### src/rtl/sudoku_pkg.sv
// Shared types and seven-segment constants for the solver front panel.
// Segment order is {g,f,e,d,c,b,a}, active-low (0 lights a segment).
package sudoku_pkg;

    typedef logic [6:0] seg7_t;

    localparam seg7_t SEG_DASH  = 7'b0111111;
    localparam seg7_t SEG_BLANK = 7'b1111111;
    localparam seg7_t SEG_S     = 7'b0010010;
    localparam seg7_t SEG_F     = 7'b0001110;
    localparam seg7_t SEG_R     = 7'b0101111;
    localparam seg7_t SEG_C     = 7'b0100111;
    localparam seg7_t SEG_B     = 7'b0000011;

    // Hex digits 0..F
    localparam seg7_t SEG_HEX [16] = '{
        7'h40, 7'h79, 7'h24, 7'h30, 7'h19, 7'h12, 7'h02, 7'h78,
        7'h00, 7'h10, 7'h08, 7'h03, 7'h46, 7'h21, 7'h06, 7'h0E
    };

    typedef enum logic [1:0] {
        VIEW_ROW,
        VIEW_COL,
        VIEW_BLK
    } view_mode_e;

    typedef enum logic [1:0] {
        IDLE,
        RUNNING,
        DONE_OK,
        DONE_FAIL
    } panel_state_e;

endpackage

### src/rtl/sudoku_front_panel_key_debounce.sv
// Per-key debouncer: 2-flop synchroniser, stability counter, press pulse.
// Ports: clock, reset (sync, active-high), key_n (raw, active-low),
//        pressed (accepted level), press_pulse (one cycle on accepted press).
module key_debounce #(
    parameter int unsigned DEBOUNCE_CYCLES = 1_000_000
) (
    input  logic clock,
    input  logic reset,
    input  logic key_n,
    output logic pressed,
    output logic press_pulse
);

    localparam int unsigned CNT_W = $clog2(DEBOUNCE_CYCLES + 1);

    logic             sync1_q, sync1_d;
    logic             sync2_q, sync2_d;
    logic             acc_n_q, acc_n_d;
    logic [CNT_W-1:0] cnt_q,   cnt_d;
    logic             pulse_q, pulse_d;

    // Accepted level flips one cycle after the count has reached the limit
    always_comb begin
        sync1_d = key_n;
        sync2_d = sync1_q;
        acc_n_d = acc_n_q;
        cnt_d   = cnt_q;
        pulse_d = 1'b0;
        if (sync2_q == acc_n_q) begin
            cnt_d = '0;
        end else if (cnt_q == CNT_W'(DEBOUNCE_CYCLES)) begin
            acc_n_d = ~acc_n_q;
            cnt_d   = '0;
            // Only the released->pressed flip is an event
            pulse_d = acc_n_q;
        end else begin
            cnt_d = cnt_q + 1'b1;
        end
    end

    // Reset treats the key as pressed so a held key cannot fire on release of reset
    always_ff @(posedge clock) begin
        if (reset) begin
            sync1_q <= 1'b0;
            sync2_q <= 1'b0;
            acc_n_q <= 1'b0;
            cnt_q   <= '0;
            pulse_q <= 1'b0;
        end else begin
            sync1_q <= sync1_d;
            sync2_q <= sync2_d;
            acc_n_q <= acc_n_d;
            cnt_q   <= cnt_d;
            pulse_q <= pulse_d;
        end
    end

    assign pressed     = ~acc_n_q;
    assign press_pulse = pulse_q;

endmodule

### src/rtl/sudoku_front_panel.sv
// Operator front panel for the solver: debounced keys, start pulse, run status,
// cursor snapshot, mask view mode and seven-segment / LED drive.
// Ports: clock, reset (sync, active-high), key_n[2:0] ({mode,snapshot,start}),
//        done_success/done_failure, cursor_row/col, row/col/blk_mask in;
//        start, ledr, hex_status, hex_mode, hex_row, hex_col out (all registered).
module sudoku_front_panel
    import sudoku_pkg::*;
#(
    parameter int unsigned ORDER           = 3,
    parameter int unsigned DEBOUNCE_CYCLES = 1_000_000,
    parameter int unsigned BLINK_CYCLES    = 12_500_000
) (
    input  logic                              clock,
    input  logic                              reset,
    input  logic [2:0]                        key_n,
    input  logic                              done_success,
    input  logic                              done_failure,
    input  logic [$clog2(ORDER*ORDER)-1:0]    cursor_row,
    input  logic [$clog2(ORDER*ORDER)-1:0]    cursor_col,
    input  logic [ORDER*ORDER-1:0]            row_mask,
    input  logic [ORDER*ORDER-1:0]            col_mask,
    input  logic [ORDER*ORDER-1:0]            blk_mask,
    output logic                              start,
    output logic [ORDER*ORDER-1:0]            ledr,
    output logic [6:0]                        hex_status,
    output logic [6:0]                        hex_mode,
    output logic [6:0]                        hex_row,
    output logic [6:0]                        hex_col
);

    localparam int unsigned LENGTH  = ORDER * ORDER;
    localparam int unsigned POS_W   = $clog2(LENGTH);
    localparam int unsigned BLINK_W = $clog2(BLINK_CYCLES + 1);

    logic [2:0] key_press;
    logic [2:0] unused_key_held;

    // Key debouncers: [0]=start, [1]=snapshot, [2]=view mode
    for (genvar i = 0; i < 3; i++) begin : g_key
        key_debounce #(
            .DEBOUNCE_CYCLES(DEBOUNCE_CYCLES)
        ) u_debounce (
            .clock      (clock),
            .reset      (reset),
            .key_n      (key_n[i]),
            .pressed    (unused_key_held[i]),
            .press_pulse(key_press[i])
        );
    end

    panel_state_e       state_q,       state_d;
    logic               start_q,       start_d;
    logic [BLINK_W-1:0] blink_cnt_q,   blink_cnt_d;
    logic               blink_phase_q, blink_phase_d;
    seg7_t              hex_status_q,  hex_status_d;
    logic [POS_W-1:0]   snap_row_q,    snap_row_d;
    logic [POS_W-1:0]   snap_col_q,    snap_col_d;
    seg7_t              hex_row_q,     hex_row_d;
    seg7_t              hex_col_q,     hex_col_d;
    view_mode_e         mode_q,        mode_d;
    seg7_t              hex_mode_q,    hex_mode_d;
    logic [LENGTH-1:0]  ledr_q,        ledr_d;

    // Run FSM, blink timer, snapshot, view mode and display encoding
    always_comb begin
        state_d       = state_q;
        start_d       = 1'b0;
        blink_cnt_d   = blink_cnt_q;
        blink_phase_d = blink_phase_q;
        snap_row_d    = snap_row_q;
        snap_col_d    = snap_col_q;
        mode_d        = mode_q;
        hex_status_d  = SEG_DASH;
        ledr_d        = row_mask;
        hex_mode_d    = SEG_R;

        case (state_q)
            RUNNING: begin
                // Success wins when both done inputs rise together
                if (done_success) begin
                    state_d = DONE_OK;
                end else if (done_failure) begin
                    state_d = DONE_FAIL;
                end
                if (blink_cnt_q == BLINK_W'(BLINK_CYCLES - 1)) begin
                    blink_cnt_d   = '0;
                    blink_phase_d = ~blink_phase_q;
                end else begin
                    blink_cnt_d = blink_cnt_q + 1'b1;
                end
            end
            default: begin
                if (key_press[0]) begin
                    start_d       = 1'b1;
                    state_d       = RUNNING;
                    blink_cnt_d   = '0;
                    blink_phase_d = 1'b0;
                end
            end
        endcase

        case (state_d)
            RUNNING:   hex_status_d = blink_phase_d ? SEG_BLANK : SEG_DASH;
            DONE_OK:   hex_status_d = SEG_S;
            DONE_FAIL: hex_status_d = SEG_F;
            default:   hex_status_d = SEG_DASH;
        endcase

        if (key_press[1]) begin
            snap_row_d = cursor_row;
            snap_col_d = cursor_col;
        end
        hex_row_d = SEG_HEX[4'(snap_row_d)];
        hex_col_d = SEG_HEX[4'(snap_col_d)];

        if (key_press[2]) begin
            case (mode_q)
                VIEW_ROW: mode_d = VIEW_COL;
                VIEW_COL: mode_d = VIEW_BLK;
                default:  mode_d = VIEW_ROW;
            endcase
        end

        case (mode_d)
            VIEW_COL: hex_mode_d = SEG_C;
            VIEW_BLK: hex_mode_d = SEG_B;
            default:  hex_mode_d = SEG_R;
        endcase

        // LEDs follow the current mode register, so a mode change lags one cycle
        case (mode_q)
            VIEW_COL: ledr_d = col_mask;
            VIEW_BLK: ledr_d = blk_mask;
            default:  ledr_d = row_mask;
        endcase
    end

    always_ff @(posedge clock) begin
        if (reset) begin
            state_q       <= IDLE;
            start_q       <= 1'b0;
            blink_cnt_q   <= '0;
            blink_phase_q <= 1'b0;
            hex_status_q  <= SEG_DASH;
            snap_row_q    <= '0;
            snap_col_q    <= '0;
            hex_row_q     <= SEG_HEX[0];
            hex_col_q     <= SEG_HEX[0];
            mode_q        <= VIEW_ROW;
            hex_mode_q    <= SEG_R;
            ledr_q        <= '0;
        end else begin
            state_q       <= state_d;
            start_q       <= start_d;
            blink_cnt_q   <= blink_cnt_d;
            blink_phase_q <= blink_phase_d;
            hex_status_q  <= hex_status_d;
            snap_row_q    <= snap_row_d;
            snap_col_q    <= snap_col_d;
            hex_row_q     <= hex_row_d;
            hex_col_q     <= hex_col_d;
            mode_q        <= mode_d;
            hex_mode_q    <= hex_mode_d;
            ledr_q        <= ledr_d;
        end
    end

    assign start      = start_q;
    assign ledr       = ledr_q;
    assign hex_status = hex_status_q;
    assign hex_mode   = hex_mode_q;
    assign hex_row    = hex_row_q;
    assign hex_col    = hex_col_q;

endmodule
### config.mk
export PLATFORM = sky130hd
export DESIGN_NAME = sudoku_front_panel
export DESIGN_NICKNAME = d
export VERILOG_FILES = /design/src/rtl/sudoku_pkg.sv /design/src/rtl/sudoku_front_panel_key_debounce.sv /design/src/rtl/sudoku_front_panel.sv
export SDC_FILE = /design/constraint.sdc
export NUM_CORES = 1
export LEC_CHECK = 0
export CAP_MARGIN = 0
export CORE_ASPECT_RATIO = 1.4
export CORE_MARGIN = 5
export CORE_UTILIZATION = 36
export DETAILED_ROUTE_END_ITERATION = 16
export GPL_TIMING_DRIVEN = 0
export SKIP_LAST_GASP = 1
export SLEW_MARGIN = 15
export SYNTH_ARGS = -nofsm -noshare
export SYNTH_HDL_FRONTEND = slang
export SYNTH_HIERARCHICAL = 1
export SYNTH_SLANG_ARGS = --single-unit
### constraint.sdc
create_clock -name clock -period 4.5 [get_ports clock]
set_input_delay 0.9 -clock clock [delete_from_list [all_inputs] [get_ports clock]]
set_output_delay 0.9 -clock clock [all_outputs]
set_load 0.01 [all_outputs]
==> flow_summary.ini, run 1 <==
[placed_design]
place.detailed.hpwl_mm = 11.5
place_congestion = 0.842
io_buffer_count = 74
worst_setup_slack_after_placement_ps = 1470

[setup_path]
timing.reg2reg.setup_slack_ps = 1920
critical_path_arrival_ps = 2940
worst_ep_required_time_ps = 4840
end_point_of_the_critical_path = blink_cnt_q[7]$_SDFFE_PP0P_
crit_path_launch = reset
crit_path_end_kind = register
critPathKind = input port to register
r2r-end = hex_col[6]$_SDFF_PP1_
timing.critical_path.slowest_stage_cell = sky130_fd_sc_hd__clkdlybuf4s50_1
r2r.worst_path.cells = 7
crit_chain = clkdlybuf4s50_1 -> buf_6 -> nor3_2 -> a21oi_1 -> mux2i_1
worstPathMaxFanout = 17
reg2reg_from = g_key[1].u_debounce/press_pulse$_SDFF_PP0_
worstSetupStartpointType = input port
critPathMaxStageDelay_ps = 760

[die]
design.die.area_um2 = 21200
placementRows = 58
initial_utilization_pct = 36.7
io_pins = 80
die_h_um = 170
core_area_um2 = 18000
die_width_um = 124

[route]
via_count = 5525
vias_per_cell = 5.04
antenna_left = 0
detail_route.wl_per_cell_um = 14.1
drt_first_pass_iters = 5
routed_wirelength_mm = 15.5
detail_route.iter0.violations = 270
detail_route.drc_violations = 0

[power_and_ir_drop]
p_leak_uw = 0.00264
cellPowerDensity_nw_per_um2 = 337
report.power.total_uw = 2790
peakVddDrop_v = 0.000340

[clock_network]
cts_tree = yes
post_cts_resized = 0
clk_pin_slew_ps = 60
cts_post_setup_buffers_inserted = 0
numCtsBuffers = 17
ctsRootBufferMaster = sky130_fd_sc_hd__clkbuf_16
buffers_from_clock_root_to_sink_at_most = 2
h_tree_levels = 4
cts_hold_buffers_added = 0
clk-insertion-delay-late_ps = 410
cts_num_sinks = 139

[min_path]
worstHoldPathType = register to register

[final_layout]
post_route_cells_drive_above_1_share_pct = 8.52
fillerInstances = 1817
nets = 911
antenna-diode-count = 0
area_delta_synth_final_pct = 25.4

[yosys]
yosysSeqAreaShare_pct = 42.2
yosysMostFrequentCell = sky130_fd_sc_hd__dfxtp_1
synth_warnings = 6
synth_area_um2 = 6600
ys_async_rst_share_pct = 0
ys_ff_latch = 139
postSynthAreaPerCell_um2 = 8.80
post-synth-top-area-cell = sky130_fd_sc_hd__dfxtp_1
ys_dominant_reg_cell = sky130_fd_sc_hd__dfxtp_1
synth_enable_flop_cells = 0
synth.area.top_cells = sky130_fd_sc_hd__dfxtp_1 (42%), sky130_fd_sc_hd__nor2_1 (5.7%), sky130_fd_sc_hd__xnor2_1 (5.3%)
ys_types = 55
gate_count_of_the_mapped_netlist = 750
top_area_cell_type_share_of_the_netlist_area_pct = 42.2
synth.top_cells.by_count = sky130_fd_sc_hd__dfxtp_1 (139), sky130_fd_sc_hd__nor2_1 (101), sky130_fd_sc_hd__nand2_1 (45), sky130_fd_sc_hd__a21oi_1 (40), sky130_fd_sc_hd__xnor2_1 (40)

[grt]
first_pass_grt_wire_length_mm = 25.5
grt-ovfl-total = 0
number_of_antenna_violations_at_the_first_check_in_global_routing = 0
grt_start_max_net_pins = 18
global_route.usage.total_pct = 14.7
grt_pass1_vias = 5208

[timing]
fmax_ghz = 0.385
relSlewSlack_pct = 33.9
slew_viol_final = 0
period_needed_ps = 2600
rsz0062_at_grt = false
timing.clock.skew_ps = 7.31
finalSetupViolations = 0
finalWorstSetupSlack_ps = 1900
totalNegativeSetupSlack_ps = 0
report.final.hold_viol_count = 0
portion_of_the_clock_cycle_consumed_by_the_worst_path_in_the_final_layout_pct = 57.7
tightestPinTransition_ps = 983

[run_status]
run_status = finished, final reports clean

[job]
timing.max_cap.violations = 0
-- flip-flops by register name, indices dropped and copies added (netlist names), 4 cells and up --
signal and count:
blink_cnt_q 24, g_key.u_debounce/cnt_q 60, hex_col 7, hex_row 7
hex_status 4, ledr 9, snap_col_q 4, snap_row_q 4
-- metrics by stage --
stage / std cells / utilization, % / hold WS (ps) / cell area, um^2
CTS: 1097 / 46.0 / 445 / 8280
global route: 1097 / 46.0 / 450 / 8280
floorplan: 753 / - / 414 / 6610
detailed placement: 1067 / 42.5 / 432 / 7660
global placement: 1067 / 42.5 / 433 / 7650
finish: 1097 / 46.0 / 439 / 8280
-- metal layers --
layer / vias to the layer above / wire (um) / track usage, %
li1: 2859 / - / -
met1: 2547 / 6820 / 17.2
met2: 101 / 7720 / 25.9
met3: 18 / 655 / 4.05
met4: 0 / 267 / 5.01
met5: - / 0 / 0
-- how the worst min path moves through the flow --
| stage | start | endpoint | cells past startpoint |
|---|---|---|---|
| 2_1_floorplan | g_key[0].u_debounce/sync1_q$_SDFF_PP0_ | g_key[0].u_debounce/sync2_q$_SDFF_PP0_ | 1 |
| 3_3_place_gp | g_key[2].u_debounce/sync1_q$_SDFF_PP0_ | g_key[2].u_debounce/sync2_q$_SDFF_PP0_ | 1 |
| 3_5_place_dp | g_key[1].u_debounce/sync1_q$_SDFF_PP0_ | g_key[1].u_debounce/sync2_q$_SDFF_PP0_ | 1 |
| 4_1_cts | g_key[1].u_debounce/sync1_q$_SDFF_PP0_ | g_key[1].u_debounce/sync2_q$_SDFF_PP0_ | 1 |
| 5_1_grt | g_key[1].u_debounce/sync1_q$_SDFF_PP0_ | g_key[1].u_debounce/sync2_q$_SDFF_PP0_ | 1 |
| 6_report | g_key[2].u_debounce/sync1_q$_SDFF_PP0_ | g_key[2].u_debounce/sync2_q$_SDFF_PP0_ | 1 |
-- cells in the final DEF, fill, tap and decap left out, drive strengths merged, types with 4 or more instances in the layout --
cell type	count
a211oi	12
clkbuf	40
clkdlybuf4s50	74
a22oi	13
mux2i	13
xor2	7
nor3	16
nand3	38
mux2	4
nand2	45
a31oi	16
or4	12
and4	6
nor2b	8
or3	15
xnor2	40
and3	7
dfxtp	139
nor4	22
o211ai	4
or2	4
a21oi	42
buf	21
nand4	24
nand2b	6
o21ai	24
inv	36
conb	5
o31ai	9
nor2	101
ha	23
-- kinds of logic (layout without fill, tap and decap cells) --
group	Yosys count	after routing	synth area share (%)
fa+ha+maj	23	23	4.36
buf+inv	72	176	5.63
other cells	2	5	0.114
simple gates	319	319	25.9
compound gates	131	131	12.9
mux	17	17	2.65
flops	139	139	42.2
xor+xnor	47	47	6.24
-- report_power, final --
group | internal (uW) | total, uW | switching (uW) | leakage, uW
registers | 1240 | 1240 | 5.67 | 0.00112
clock network | 956 | 1450 | 497 | 0.000302
logic | 52.2 | 90.7 | 38.4 | 0.00122
total | 2250 | 2790 | 541 | 0.00264
-- area by class of cell --
class | count | area (um^2) | area share, %
Clock inverter | 5 | 106 | 1.28
Buffer | 36 | 236 | 2.86
Clock buffer | 25 | 515 | 6.23
Sequential cell | 139 | 2780 | 33.6
Timing Repair Buffer | 74 | 741 | 8.95
Multi-Input combinational cell | 542 | 3460 | 41.8
Tap cell | 240 | 300 | 3.63
Inverter | 36 | 135 | 1.63
-- worst max-delay path, delay by kind of cell --
kind,cells,cell delay (ps)
compound gates,1,90
buf+inv,2,1080
simple gates,1,690
mux,1,150
(Power assumes the default switching activity.)
==> run 2, diff against run 1 <==
- clock period: 4.5 -> 2.41 ns (I/O delays scaled with it)
==> flow_summary.ini, run 2 (synthesis gave the netlist of run 1 again) <==
[timing]
timing.clock.skew_ps = 7.76
finalSetupViolations = 0
period_needed_ps = 2230
relSlewSlack_pct = 34.6
slew_viol_final = 0
portion_of_the_clock_cycle_consumed_by_the_worst_path_in_the_final_layout_pct = 92.6
finalWorstSetupSlack_ps = 179
tightestPinTransition_ps = 971
fmax_ghz = 0.448
report.final.hold_viol_count = 0
final_layout_worst_hold_slack_ps = 439
rsz0062_at_grt = true

[placed_design]
worst_setup_slack_after_placement_ps = -203
io_buffer_count = 74
place.detailed.hpwl_mm = 11.5
place_congestion = 0.842

[clock_network]
buffers_from_clock_root_to_sink_at_most = 2
cts_tree = yes
clk-insertion-delay-late_ps = 410
numCtsBuffers = 17
h_tree_levels = 4
ctsRootBufferMaster = sky130_fd_sc_hd__clkbuf_16
clk_pin_slew_ps = 60
cts_num_sinks = 139
cts_hold_buffers_added = 0

[power_and_ir_drop]
switching_pwr_uw = 1010
power.internal_uw = 4200
power.clock.fraction_pct = 52.1
switching_share_pct = 19.4
p_leak_uw = 0.00265
cellPowerDensity_nw_per_um2 = 627
power.share.sequential_pct = 44.6
comb_power_share_pct = 3.3
peakVddDrop_v = 0.000634

[grt]
grt_pass1_vias = 5224
global_route.usage.total_pct = 14.7
number_of_antenna_violations_at_the_first_check_in_global_routing = 0
grt-ovfl-total = 0
grt_start_max_net_pins = 18
first_pass_grt_wire_length_mm = 25.5

[final_layout]
max_flop_register = g_key.u_debounce/cnt_q
antenna-diode-count = 0
largest_register_ffs = 60
nets = 913
fillerInstances = 1815
area.sequential_um2 = 2780
layout.cells.most_common_list = sky130_fd_sc_hd__dfxtp_1 (139), sky130_fd_sc_hd__nor2_1 (101), sky130_fd_sc_hd__clkdlybuf4s50_1 (74)
layout_commonest_cell = sky130_fd_sc_hd__dfxtp_1
area_delta_synth_final_pct = 25.9
multiInputGateArea_um2 = 3470
post_route_cells_drive_above_1_share_pct = 9.31

[setup_path]
worstSetupStartpointType = register
reg2reg_from = blink_cnt_q[5]$_SDFFE_PP0P_
r2r-end = blink_cnt_q[7]$_SDFFE_PP0P_
path_delay_family = simple AND/OR/NAND/NOR gates
worstPathMaxFanout = 10
critPathMaxStageDelay_ps = 550
timing.critical_path.slowest_stage_cell = sky130_fd_sc_hd__or4b_4
critical_path_arrival_ps = 2530
crit_chain = buf_6 -> or4b_4 -> nor4_4 -> a21oi_2 -> buf_6 -> buf_6 -> a21oi_1 -> mux2i_1
crit_path_end_kind = register
timing.reg2reg.setup_slack_ps = 180
cpMostUsedCell = sky130_fd_sc_hd__buf_6
critPathKind = register to register
r2r.worst_path.cells = 8
path_buf_inv = 3
worst_ep_required_time_ps = 2700

[die]
initial_utilization_pct = 36.7
design.die.area_um2 = 21200
placementRows = 58
io_pins = 80
die_width_um = 124
die_h_um = 170
core_area_um2 = 18000

[route]
detail_route.drc_violations = 0
detail_route.wl_per_cell_um = 14.1
detail_route.iter0.violations = 287
via_count = 5528
vias_per_cell = 5.03
routed_wirelength_mm = 15.5
drt_first_pass_iters = 5
antenna_left = 0

[min_path]
min_delay_worst_endpoint = g_key[2].u_debounce/sync2_q$_SDFF_PP0_
holdCritStartpoint = g_key[2].u_debounce/sync1_q$_SDFF_PP0_
worstHoldPathType = register to register
worst_hold_path_cells = 1

[job]
timing.max_cap.violations = 0

[run_status]
run_status = finished, final reports clean
## run 2: cell count changes in the layout (fill, tap and decap cells not counted), sizes merged
cell  before  now
buf       21   23
## run 2: what timing repair did
item                                    CTS  global route
setup buffers                             2             0
hold endpoints to repair                  0             0
resized for setup                         3             2
endpoints found under the setup margin   32            21
pin swaps                                 0             1
## run 2: metal layers
layer	wire (um)	GRT usage [%]	vias up	part of all wire [%]
li1	-	-	2860	-
met1	6810	17.2	2537	44
met2	7710	25.8	113	50
met3	735	4.05	18	4.7
met4	264	5.10	0	1.7
met5	0	0	-	0
## run 2: area by class of cell
class	instances	share of cell area, %
Multi-Input combinational cell	542	41.8
Sequential cell	139	33.5
Timing Repair Buffer	76	9.10
Clock buffer	25	6.20
Tap cell	240	3.61
Buffer	36	2.86
Inverter	36	1.63
Clock inverter	5	1.28
## run 2: power groups by stage
| stage | logic, uW | registers, uW | clock network, uW |
|---|---|---|---|
| detailed placement | 171 | 2370 | 0 |
| global route | 185 | 2320 | 2880 |
| finish | 170 | 2320 | 2710 |
| CTS | 172 | 2320 | 2780 |
| floorplan | 56.0 | 2370 | 0 |
| global placement | 171 | 2370 | 0 |
## run 2: worst max path at each step
stage	from	end	slack, ps	cells past startpoint
floorplan	g_key[1].u_debounce/press_pulse$_SDFF_PP0_	hex_row[6]$_SDFF_PP1_	230	7
global placement	reset	blink_cnt_q[3]$_SDFFE_PP0P_	-730	4
detailed placement	reset	blink_cnt_q[8]$_SDFFE_PP0P_	-200	5
CTS	g_key[1].u_debounce/press_pulse$_SDFF_PP0_	hex_col[6]$_SDFF_PP1_	150	7
global route	blink_cnt_q[0]$_SDFFE_PP0P_	blink_cnt_q[7]$_SDFFE_PP0P_	-20	9
finish	blink_cnt_q[5]$_SDFFE_PP0P_	blink_cnt_q[7]$_SDFFE_PP0P_	180	8
## run 2: worst register-to-register path: cells and delay by family (launching register included)
family / cells / cell delay, ps
AOI/OAI and AO/OA: 2 / 320
and+or+nand+nor: 2 / 950
buffers and inverters: 3 / 470
muxes: 1 / 80
DFF: 1 / 300
## run 2: through the flow
| stage | total power (uW) | util (%) | cell area [um^2] | TNS (ps) | cells |
|---|---|---|---|---|---|
| floorplan | 2430 | - | 6610 | 0 | 753 |
| global placement | 2550 | 42.5 | 7650 | -11880 | 1067 |
| detailed placement | 2540 | 42.5 | 7660 | -5340 | 1067 |
| CTS | 5270 | 46.1 | 8300 | 0 | 1099 |
| global route | 5390 | 46.2 | 8310 | -16.9 | 1099 |
| finish | 5210 | 46.2 | 8310 | 0 | 1099 |
